### src/rtl/adc_avg_filter_mc.sv
// ---------------------------------------------------------------------------
// adc_avg_filter_mc
//
// Multi-channel averaging filter for tagged ADC sample streams. Each channel
// keeps its own accumulator and sample counter. In MODE 1 it also keeps a
// circular history of its last N samples.
//
//   MODE 0 : block average. One result per N samples of a channel (decimating).
//   MODE 1 : sliding boxcar. One result per sample once the window is full.
//
// Results are truncated (acc >> LOG2_N) and registered. A result appears on
// the cycle after the edge that accepts the sample that completes it.
//
// Ports
//   clk        clock
//   reset_n    synchronous reset, active-low; clears everything
//   clear      synchronous flush of channel state and out_valid; beats in_valid
//   in_valid   in_data / in_ch qualify this cycle (no backpressure)
//   in_data    unsigned ADC sample
//   in_ch      channel tag of in_data
//   out_valid  one-cycle strobe per result
//   out_data   averaged sample; holds its value between results
//   out_ch     channel of out_data
//   ch_err     sticky flag: a sample arrived with in_ch >= NUM_CH
// ---------------------------------------------------------------------------
module adc_avg_filter_mc #(
  parameter  int DATA_W = 12,
  parameter  int LOG2_N = 3,
  parameter  int NUM_CH = 2,
  parameter  int MODE   = 0,
  localparam int CH_W   = (NUM_CH > 1) ? $clog2(NUM_CH) : 1
) (
  input  logic              clk,
  input  logic              reset_n,
  input  logic              clear,
  input  logic              in_valid,
  input  logic [DATA_W-1:0] in_data,
  input  logic [CH_W-1:0]   in_ch,
  output logic              out_valid,
  output logic [DATA_W-1:0] out_data,
  output logic [CH_W-1:0]   out_ch,
  output logic              ch_err
);

  localparam int N     = 1 << LOG2_N;
  localparam int ACC_W = DATA_W + LOG2_N;
  localparam int CNT_W = (LOG2_N > 0) ? LOG2_N : 1;

  // Per-channel window state. It is only meaningful in MODE 1.
  // In MODE 0 the block cycle is carried entirely by cnt.
  typedef enum logic {
    UNPRIMED = 1'b0,
    PRIMED   = 1'b1
  } prime_t;

  logic [ACC_W-1:0]  acc    [NUM_CH];
  logic [CNT_W-1:0]  cnt    [NUM_CH];  // sample count (MODE 0) / write pointer (MODE 1)
  logic [DATA_W-1:0] hist   [NUM_CH][N];
  prime_t            pstate [NUM_CH];

  logic              ch_ok;
  logic [CH_W-1:0]   idx;
  logic [ACC_W-1:0]  acc_cur;
  logic [ACC_W-1:0]  acc_nxt;
  logic [CNT_W-1:0]  cnt_cur;
  logic [CNT_W-1:0]  cnt_nxt;
  logic [DATA_W-1:0] oldest;
  logic              last;
  logic              emit;
  logic              accept;
  logic              bad;

  always_comb begin
    // The compare is widened by one bit, so it stays meaningful when NUM_CH
    // is a power of two.
    ch_ok   = ({1'b0, in_ch} < (CH_W+1)'(NUM_CH));
    // Clamp the index so an out-of-range tag never reads past the arrays.
    idx     = ch_ok ? in_ch : '0;
    acc_cur = acc[idx];
    cnt_cur = cnt[idx];
    oldest  = hist[idx][cnt_cur];
    last    = (cnt_cur == CNT_W'(N - 1));
    cnt_nxt = last ? '0 : cnt_cur + CNT_W'(1);

    if (MODE == 1) begin
      // The intermediate sum may exceed ACC_W bits. The modular subtract
      // still leaves the exact window sum, and that sum always fits.
      acc_nxt = acc_cur + ACC_W'(in_data) - ACC_W'(oldest);
      emit    = last || (pstate[idx] == PRIMED);
    end else begin
      acc_nxt = acc_cur + ACC_W'(in_data);
      emit    = last;
    end

    accept = in_valid && !clear && ch_ok;
    bad    = in_valid && !clear && !ch_ok;
  end

  // Channel state
  always_ff @(posedge clk) begin
    if (!reset_n || clear) begin
      for (int unsigned c = 0; c < NUM_CH; c++) begin
        acc[c]    <= '0;
        cnt[c]    <= '0;
        pstate[c] <= UNPRIMED;
        for (int unsigned j = 0; j < N; j++) begin
          hist[c][j] <= '0;
        end
      end
    end else if (accept) begin
      cnt[idx] <= cnt_nxt;
      if (MODE == 1) begin
        acc[idx]           <= acc_nxt;
        hist[idx][cnt_cur] <= in_data;
        if (last) begin
          pstate[idx] <= PRIMED;
        end
      end else begin
        acc[idx] <= last ? '0 : acc_nxt;
      end
    end
  end

  // Result register and error flag.
  // A clear drops out_valid but keeps out_data, out_ch and ch_err.
  always_ff @(posedge clk) begin
    if (!reset_n) begin
      out_valid <= 1'b0;
      out_data  <= '0;
      out_ch    <= '0;
      ch_err    <= 1'b0;
    end else begin
      out_valid <= accept && emit;
      if (accept && emit) begin
        out_data <= DATA_W'(acc_nxt >> LOG2_N);
        out_ch   <= in_ch;
      end
      if (bad) begin
        ch_err <= 1'b1;
      end
    end
  end

endmodule

### config.mk
export PLATFORM = sky130hd
export DESIGN_NAME = adc_avg_filter_mc
export DESIGN_NICKNAME = d
export VERILOG_FILES = /design/src/rtl/adc_avg_filter_mc.sv
export SDC_FILE = /design/constraint.sdc
export NUM_CORES = 1
export LEC_CHECK = 0
export BUFFER_PORTS_ARGS = -buffer_cell sky130_fd_sc_hd__buf_2
export CORE_MARGIN = 2
export CORE_UTILIZATION = 62
export CTS_CLUSTER_DIAMETER = 50
export DETAILED_ROUTE_END_ITERATION = 8
export PLACE_DENSITY = 0.9
export SKIP_CTS_REPAIR_TIMING = 1
export SLEW_MARGIN = 40
export SYNTH_ARGS = -nofsm -noshare
export SYNTH_HDL_FRONTEND = slang
export SYNTH_SLANG_ARGS = --single-unit
### constraint.sdc
create_clock -name clk -period 6.2 [get_ports clk]
set_clock_uncertainty 0.05 [all_clocks]
set_input_delay 1.24 -clock clk [delete_from_list [all_inputs] [get_ports clk]]
set_output_delay 1.24 -clock clk [all_outputs]
set_load 0.01 [all_outputs]
==> key figures, run 1 <==
STA
  • Fin crit share: 60.9%
  • Headroom to the max-slew limit: between 40% and 50%
  • TNS Setup: 0 ns
  • Pins over their slew limit: 0
  • Maximum clock rate: between 200 and 300 MHz
  • Tightest Pin Transition: ~0.76 ns
  • Final setup margin: between 2 and 2.5 ns
  • RSZ-0062 raised after global routing: no
  • Hold slack final: between 0.4 and 0.5 ns
  • Tmin final: 3.78 ns
  • Hold Violations, Final: 0
  • Final setup viols: 0

Setup path
  • Worst R2R Start: acc[0][7]
  • Max FO, Critical Path: 23
  • Depth of the worst register-to-register path: 8
  • Worst path cell trace: buf_2, mux2_2, ha_1, nand2_2, o21a_1, and3_4, a221o_1, a221oi_2, nor2_1
  • Worst Path Buf+Inv: 1
  • Crit path kind: primary input to flop
  • FF-to-FF End: acc[0][13]
  • Worst setup SP type: primary input
  • Crit-path slowest cell: ha_1
  • CP arrival: between 3 and 4 ns
  • Required @ worst endpoint: about 6.2 ns
  • R2R setup slack: between 3 and 4 ns
  • Critical path's largest stage delay: around 0.45 ns
  • CP top delay family: compound AO/OA/AOI/OAI gates
  • Critical Path Sink Type: flop

Yosys
  • Yosys top cell area share: between 30% and 40%
  • Post-synth EDFFs: 36
  • Warning count from the yosys run: 0
  • Primary FF master, synth: edfxtp_1
  • Mapped Area: 2710 µm²
  • Most frequent cell after synthesis: nor2_1
  • Mapped Cells: approximately 260
  • Async set-reset flop share out of synthesis: 0%
  • Top cells by count, synth: nor2_1 (46), edfxtp_1 (36), nand3_1 (16)
  • Synth area leaders: edfxtp_1 (40%), dfxtp_1 (10%), ha_1 (6.5%), nor2_1 (6.4%), mux2_2 (6.2%)
  • Distinct cells, synth: around 50
  • Area leader, netlist: edfxtp_1
  • Seq cells post-synth: 50
  • Register area share after synthesis: between 50% and 60%
  • Synthesized area per cell: a little over 10 µm²
  • Synthesized net count: 293

Pwr
  • Final total power: 0.731 mW
  • Leak: roughly 1.3 nW
  • Pwr/cell area: between 200 and 250 nW/µm²
  • Maximum VDD drop: approximately 210 µV

Route
  • WL per Instance: approximately 17 µm
  • # DRC: 0
  • DRT Pass-1 Iters: 5
  • Vias: 2080
  • Initial DRC count: between 150 and 200
  • Overall routed net length: 5.66 mm
  • Vias per cell: 6.12
  • Antenna-violating nets left: 0

Clock tree
  • TritonCTS clock tree: yes
  • Root buffer cell: clkbuf_8
  • Clock Pin Slew Worst Setup and Hold Paths: roughly 0.1 ns
  • Cts bufs inserted: 5
  • CTS Sinks: 50
  • Longest Clk Path Bufs: 2
  • Clk_lat worst skew: 0.32 ns
  • Htree depth: 2

Final layout
  • Post-route cell area: around 3000 µm²
  • Non-Filler Instances: 340
  • Nets: roughly 320
  • Area Growth Syn to Fin: 10.4%
  • Ant diodes: 0
  • Finished Core Util: between 60% and 70%
  • Fraction of layout instances using a drive strength above 1: ~22%

Die
  • Die area: 4920 µm²
  • Starting density of the core: between 60% and 70%
  • IO Count: 32
  • Die height: between 70 and 80 µm
  • Row count: 24
  • Die X: 70.1 µm
  • Core footprint: 4290 µm²

Hold path
  • Worst Hold End: out_ch
  • Hold Path Class: flop to flop
  • Hold Startpoint: out_ch
  • Min-Delay Path Depth: 2

Placement
  • IO buf count: 30
  • HPWL after detailed placement: roughly 3.9 mm
  • Cells after DPL: ~330
  • DP Area: 2880 µm²
  • Pre-CTS setup slack: ~2.1 ns
  • RePlAce Congestion: between 0.8 and 0.9

GRT
  • Largest net degree at the start of global routing: 24
  • Vias in the first global route: roughly 2000
  • Initial antenna violation count: 0
  • Grt ovf: 0
  • First-pass GRT wire length: 9.34 mm
  • Overall global routing resource usage: around a quarter

Run
  • Max cap viols: 0

Run status
  • Status: finished, final reports clean
[worst min-delay path: stages (launching register included)]
cell and delay [ns]:
dfxtp_1 0.33, nand2_1 0.05, a21oi_1 0.05
[power breakdown]
group          internal (mW)  total [mW]  switching, mW
clock network          0.107       0.224          0.117
registers              0.373       0.377        0.00407
logic                 0.0503       0.130         0.0796
total                  0.531       0.731          0.200
[cell usage in the layout (no fill, tap or decap), drive strengths merged, types with 2 or more instances in the layout]
cell type,count
or4,2
a311oi,2
buf,30
a211oi,2
nand4,2
o21ai,13
mux2i,3
mux2,15
ha,14
xor2,3
edfxtp,36
dfxtp,14
inv,10
a21oi,8
o21a,2
nor2,46
nand2b,2
clkbuf,6
o211ai,2
nor3,6
xnor2,6
nand3b,2
nor2b,5
nand3,16
a31o,2
a221oi,2
or2,2
nand2,16
and2,4
a21o,2
and3,2
or3,2
[kinds of logic (layout without fill, tap and decap cells)]
group | count (synthesis) | count (layout) | share of synthesized area [%]
simple gates | 109 | 109 | 19.0
flops | 50 | 50 | 50.2
compound gates | 40 | 40 | 10.3
buf+inv | 19 | 46 | 2.91
mux | 18 | 18 | 7.33
fa+ha+maj | 15 | 15 | 7.20
xor+xnor | 9 | 9 | 2.91
other cells | 1 | 1 | 0.138
[worst max-delay path by stage]
stage / start / end / slack, ns / cells past startpoint
after global routing: in_ch / acc[0][14] / 2.20 / 11
after floorplan: in_ch / acc[1][13] / 2.25 / 11
after CTS: in_ch / acc[0][13] / 2.43 / 9
final: in_ch / acc[0][13] / 2.42 / 9
after detailed placement: in_ch / acc[0][13] / 2.12 / 9
after global placement: in_ch / acc[1][11] / 2.21 / 9
[state kept, by name, indices dropped and copies added, names as in the netlist]
| signal | cells |
|---|---|
| acc | 30 |
| cnt | 6 |
| out_ch | 1 |
| out_data | 12 |
| out_valid | 1 |
[per-layer routing]
metal | up-vias | track usage [%] | share of wire [%]
li1 | 988 | - | -
met3 | 12 | 4.91 | 6.5
met2 | 91 | 39.2 | 49
met4 | 0 | 8.97 | 1.8
met1 | 989 | 32.6 | 43
met5 | - | 0 | 0
[final cells by class]
type,instances,area (µm²)
clock buffer,6,93.8
inverter,8,30.0
sequential,50,1360
multi-input combinational,192,1280
timing repair buffer,30,150
clock inverter,2,17.5
fill,319,1300
tap,52,65.1
(Power assumes the default switching activity.)
==> run 2, diff against run 1 <==
Settings changed: ABC_AREA from default to 1, CORE_UTILIZATION 62 to 59, PLACE_DENSITY 0.9 to 0.86.
Clock period 6.2 ns to 3.7 ns, I/O delays scaled along.
==> key figures, run 2 <==
Yosys
  • Yosys top cell area share: a little under two fifths
  • Synthesized area per cell: between 7 and 8 µm²
  • Synth area leaders: edfxtp_1 (37%), nand2_1 (16%), dfxtp_1 (9.6%), nor2_1 (6.3%), ha_1 (6.0%)
  • Area leader, netlist: edfxtp_1
  • Top cells by count, synth: nand2_1 (125), nor2_1 (49), inv_1 (44)
  • Most frequent cell after synthesis: nand2_1
  • Primary FF master, synth: edfxtp_1
  • Register area share after synthesis: 46.8%
  • Mapped Area: 2910 µm²
  • Mapped Cells: 370
  • Synthesized net count: 402
  • Post-synth EDFFs: 36
  • Async set-reset flop share out of synthesis: 0%
  • Distinct cells, synth: 30
  • Seq cells post-synth: 50
  • Warning count from the yosys run: 0

STA
  • Tightest Pin Transition: approximately 0.80 ns
  • Final setup viols: 0
  • Headroom to the max-slew limit: between 40% and 50%
  • Hold Violations, Final: 0
  • TNS Setup: 0 ns
  • Pins over their slew limit: 0
  • Fin crit share: between 70% and 80%
  • Tmin final: roughly 2.8 ns
  • Maximum clock rate: 358 MHz
  • RSZ-0062 raised after global routing: no

GRT
  • Overall global routing resource usage: 26.5%
  • Largest net degree at the start of global routing: 21
  • First-pass GRT wire length: 10.7 mm
  • Vias in the first global route: ~2300
  • Initial antenna violation count: 0
  • Grt ovf: 0

Final layout
  • Regs by FF count: acc: 30 flops, out_data: 12 flops, cnt: 6 flops
  • Ant diodes: 0
  • Largest register FFs: 30
  • Most frequent cells in the layout: nand2_1 (125), nor2_1 (49), inv_1 (44), edfxtp_1 (36), buf_2 (30)
  • Area Growth Syn to Fin: 11.0%
  • Non-Filler Instances: 470
  • Fraction of layout instances using a drive strength above 1: 13.2%
  • Nets: 434
  • Commonest non-fill, non-tap cell in the layout: nand2_1
  • Largest reg by FF count: acc

Setup path
  • Max FO, Critical Path: 15
  • Required @ worst endpoint: 3.71 ns
  • Critical Path Sink Type: flop
  • Worst setup SP type: primary input
  • CP arrival: about 2.8 ns
  • Crit path kind: primary input to flop

Route
  • Vias: roughly 2400
  • Antenna-violating nets left: 0
  • Vias per cell: between 5 and 6
  • # DRC: 0
  • WL per Instance: ~14 µm
  • DRT Pass-1 Iters: 4
  • Overall routed net length: around 6.5 mm
  • Initial DRC count: about 180

Die
  • IO Count: 32
  • Die height: about 74 µm
  • Starting density of the core: roughly three fifths
  • Core footprint: around 4800 µm²
  • Die X: between 70 and 80 µm
  • Row count: 25
  • Die area: 5510 µm²

Pwr
  • Clk pwr share: 30.4%
  • Maximum VDD drop: 309 µV
  • Switching Fraction: between 20% and 30%
  • Pwr/cell area: approximately 380 nW/µm²
  • Sequential share of power: 51.0%
  • Logic pwr share: between 10% and 20%
  • NetSw: 0.341 mW
  • Internal: approximately 0.90 mW
  • Leak: 1.73 nW

Clock tree
  • Clock Pin Slew Worst Setup and Hold Paths: approximately 0.090 ns
  • CTS Sinks: 50
  • Cts bufs inserted: 5
  • Root buffer cell: clkbuf_8
  • TritonCTS clock tree: yes
  • Longest Clk Path Bufs: 2
  • Clk_lat worst skew: ~0.3 ns
  • Htree depth: 2

Placement
  • HPWL after detailed placement: ~4.8 mm
  • IO buf count: 30
  • Cells after DPL: approximately 460
  • RePlAce Congestion: 0.897

Hold path
  • Hold Path Class: flop to flop

Run status
  • Status: finished, final reports clean

Run
  • Max cap viols: 0
run 2: cell types whose count changed after synthesis, moves of 5 or more:
| cell | change |
|---|---|
| xnor2_1 | -6 |
| o21bai_1 | +8 |
| nand2_1 | +110 |
| inv_1 | +37 |
| mux2_2 | -15 |
| nor2b_1 | -5 |
run 2: critical path, cell delays in order:
cell     delay (ns)
buf_2          0.19
inv_1          0.14
buf_4          0.22
nand2_1        0.08
nand2_1        0.07
ha_1           0.35
nand2_1        0.12
inv_1          0.07
a21oi_1        0.24
nor2_1         0.07
nor2_1         0.13
nand2_1        0.08
nand2_1        0.09
nand2_1        0.06
nand2_1        0.10
nor2_1         0.06
run 2: logic make-up after synthesis:
kind of cell / share of synthesized area (%)
AO/OA/AOI/OAI: 7.05
flip-flops: 46.8
buffers and inverters: 8.42
AND/OR/NAND/NOR: 29.1
XOR/XNOR: 1.80
other: 0.129
adder cells (fa/ha/maj): 6.70
run 2: final timing paths:
check / startpoint / to / slack [ns] / cells past startpoint
worst max-delay path: in_ch / acc[1][14] / 0.90 / 16
worst min-delay path: out_data[11] / out_data[11] / 0.52 / 3
worst max register to register: acc[1][0] / acc[1][6] / 1.37 / 13
worst min register to register: out_data[11] / out_data[11] / 0.52 / 3
run 2: metal layers:
metal / global-route usage, % / part of all wire (%)
met2: 43.5 / 48
met1: 36.3 / 44
met5: 0 / 0
met4: 9.33 / 1.6
met3: 3.79 / 6.5
run 2: power by group through the flow:
stage / Clock [mW] / Sequential, mW / Combinational, mW
global placement: 0 / 0.644 / 0.215
global route: 0.398 / 0.635 / 0.259
finish: 0.377 / 0.632 / 0.231
CTS: 0.377 / 0.632 / 0.227
floorplan: 0 / 0.643 / 0.164
detailed placement: 0 / 0.645 / 0.224
run 2: final cells by class:
type	instances	area (µm²)
clock inverters	1	30.0
well taps	67	83.8
repair buffers	36	195
flip-flops and latches	50	1360
clock buffers	7	76.3
inverters	48	180
fillers	408	1520
multi-input cells	261	1310
run 2: metrics by stage:
stage                     instance area [µm²]  power, mW  setup WS (ns)  util (%)  hold WS [ns]
final                                    3230       1.24          0.904      68.0         0.516
after global routing                     3230       1.29          0.648      68.0         0.563
after CTS                                3230       1.24          0.905      68.0         0.510
after detailed placement                 3130      0.870          0.656      65.7         0.486
after global placement                   3130      0.859          0.744      65.7         0.475
after floorplan                          2910      0.807           1.05         -         0.508
==> run 3, diff against run 2 <==
Settings changed: ABC_AREA 1 to 0, CORE_UTILIZATION 59 to 52, PLACE_DENSITY 0.86 to 0.81.
Clock period 3.7 ns to 2.43 ns, I/O delays scaled along.
==> key figures, run 3 (synthesized netlist as in run 1, its figures left out) <==
Placement
  • IO buf count: 30
  • Pre-CTS setup slack: -0.559 ns
  • RePlAce Congestion: between 0.8 and 0.9
  • Cells after DPL: 404
  • HPWL after detailed placement: between 5 and 6 mm
  • DP Area: 3440 µm²

Clock tree
  • Clk_lat worst skew: about 0.31 ns
  • Longest Clk Path Bufs: 2
  • Htree depth: 2
  • Root buffer cell: clkbuf_8
  • TritonCTS clock tree: yes
  • Clock Pin Slew Worst Setup and Hold Paths: ~0.09 ns
  • Cts bufs inserted: 5
  • CTS Sinks: 50

GRT
  • Initial antenna violation count: 0
  • Largest net degree at the start of global routing: 18
  • Overall global routing resource usage: 24.0%
  • Vias in the first global route: between 2000 and 2500
  • First-pass GRT wire length: ~11 mm
  • Grt ovf: 0

Die
  • Die area: 5810 µm²
  • IO Count: 32
  • Die height: approximately 76 µm
  • Die X: between 70 and 80 µm
  • Core footprint: between 5000 and 6000 µm²
  • Starting density of the core: 53.5%
  • Row count: 26

Route
  • Vias per cell: 5.61
  • WL per Instance: 18.1 µm
  • Vias: between 2000 and 2500
  • DRT Pass-1 Iters: 4
  • Antenna-violating nets left: 0
  • Overall routed net length: between 7 and 8 mm
  • # DRC: 0
  • Initial DRC count: ~180

STA
  • Tmin final: approximately 2.6 ns
  • Tightest Pin Transition: between 0.5 and 0.6 ns
  • Final setup viols: 20
  • Fin crit share: 108%
  • Maximum clock rate: 382 MHz
  • TNS Setup: -1.81 ns
  • Headroom to the max-slew limit: between 60% and 70%
  • Hold Violations, Final: 0
  • Hold slack final: approximately 0.42 ns
  • Pins over their slew limit: 0
  • RSZ-0062 raised after global routing: yes
  • Final setup margin: -0.188 ns

Final layout
  • Area Growth Syn to Fin: 42.0%
  • Nets: 379
  • Commonest non-fill, non-tap cell in the layout: buf_4
  • Seq. cell area: ~1400 µm²
  • Most frequent cells in the layout: buf_4 (56), nor2_1 (43), edfxtp_1 (36), buf_2 (29), nand3_1 (15)
  • Largest register FFs: 30
  • Area occupied by multi-input gates: approximately 1600 µm²
  • Non-Filler Instances: between 400 and 500
  • Regs by FF count: acc: 30 flops, out_data: 12 flops, cnt: 6 flops
  • Largest reg by FF count: acc
  • Ant diodes: 0
  • # fillers: 342
  • Post-route cell area: ~3900 µm²
  • Fraction of layout instances using a drive strength above 1: a little over two fifths
  • Finished Core Util: between 70 and 80%

Hold path
  • Hold Path Class: flop to flop
  • Min-Delay Path Depth: 2

Pwr
  • Logic pwr share: between 20 and 30%
  • Clk pwr share: 27.5%
  • Switching Fraction: 28.1%
  • Final total power: 2.15 mW
  • Pwr/cell area: 558 nW/µm²
  • Maximum VDD drop: ~360 µV
  • Leak: roughly 1.6 nW
  • Internal: around 1.5 mW
  • NetSw: 0.603 mW
  • Sequential share of power: 44.9%

Setup path
  • Depth of the worst register-to-register path: 8
  • Critical Path Sink Type: flop
  • Crit path kind: primary input to flop
  • Required @ worst endpoint: between 2 and 2.5 ns
  • Max FO, Critical Path: 4
  • Worst setup SP type: primary input
  • CP arrival: ~2.6 ns

Run
  • Max cap viols: 0

Run status
  • Status: finished with violations
  • Violated checks: setup timing
-- run 3: critical path, stage by stage --
cell,delay (ns)
buf_8,0.11
buf_6,0.13
mux2_4,0.31
ha_4,0.26
a21o_1,0.18
a31o_4,0.21
o211ai_1,0.37
a311oi_2,0.24
xnor2_1,0.25
nor2_1,0.08
-- run 3: routing by layer --
| metal | vias up | part of all wire, % | wire length (µm) | global-route usage (%) |
|---|---|---|---|---|
| li1 | 1106 | - | - | - |
| met5 | - | 0 | 0 | 0 |
| met1 | 1129 | 39 | 2970 | 29.0 |
| met4 | 0 | 2.9 | 220 | 9.27 |
| met2 | 92 | 52 | 3920 | 43.2 |
| met3 | 18 | 6.0 | 453 | 3.32 |
-- run 3: layout make-up --
cell class              instances  share of cell area [%]
multi-input cells             192                    42.5
inverters                       8                   0.780
clock buffers                   5                    1.79
well taps                      70                    2.27
repair buffers                 90                    16.2
clock inverters                 3                    1.04
flip-flops and latches         50                    35.3
-- run 3: path summary, 6_finish.rpt --
check	startpoint	endpoint	slack (ns)
setup / recovery	in_ch	acc[0][11]	-0.19
hold / removal	out_data[4]	out_data[4]	0.42
setup reg to reg	acc[0][4]	acc[0][11]	-0.13
hold reg to reg	out_data[4]	out_data[4]	0.42
-- run 3: power groups by stage --
stage	combinational, mW	sequential (mW)	clock, mW
final	0.592	0.965	0.590
after global routing	0.633	0.969	0.621
after CTS	0.465	0.963	0.593
after detailed placement	0.457	0.983	0
after global placement	0.440	0.981	0
after floorplan	0.296	0.979	0
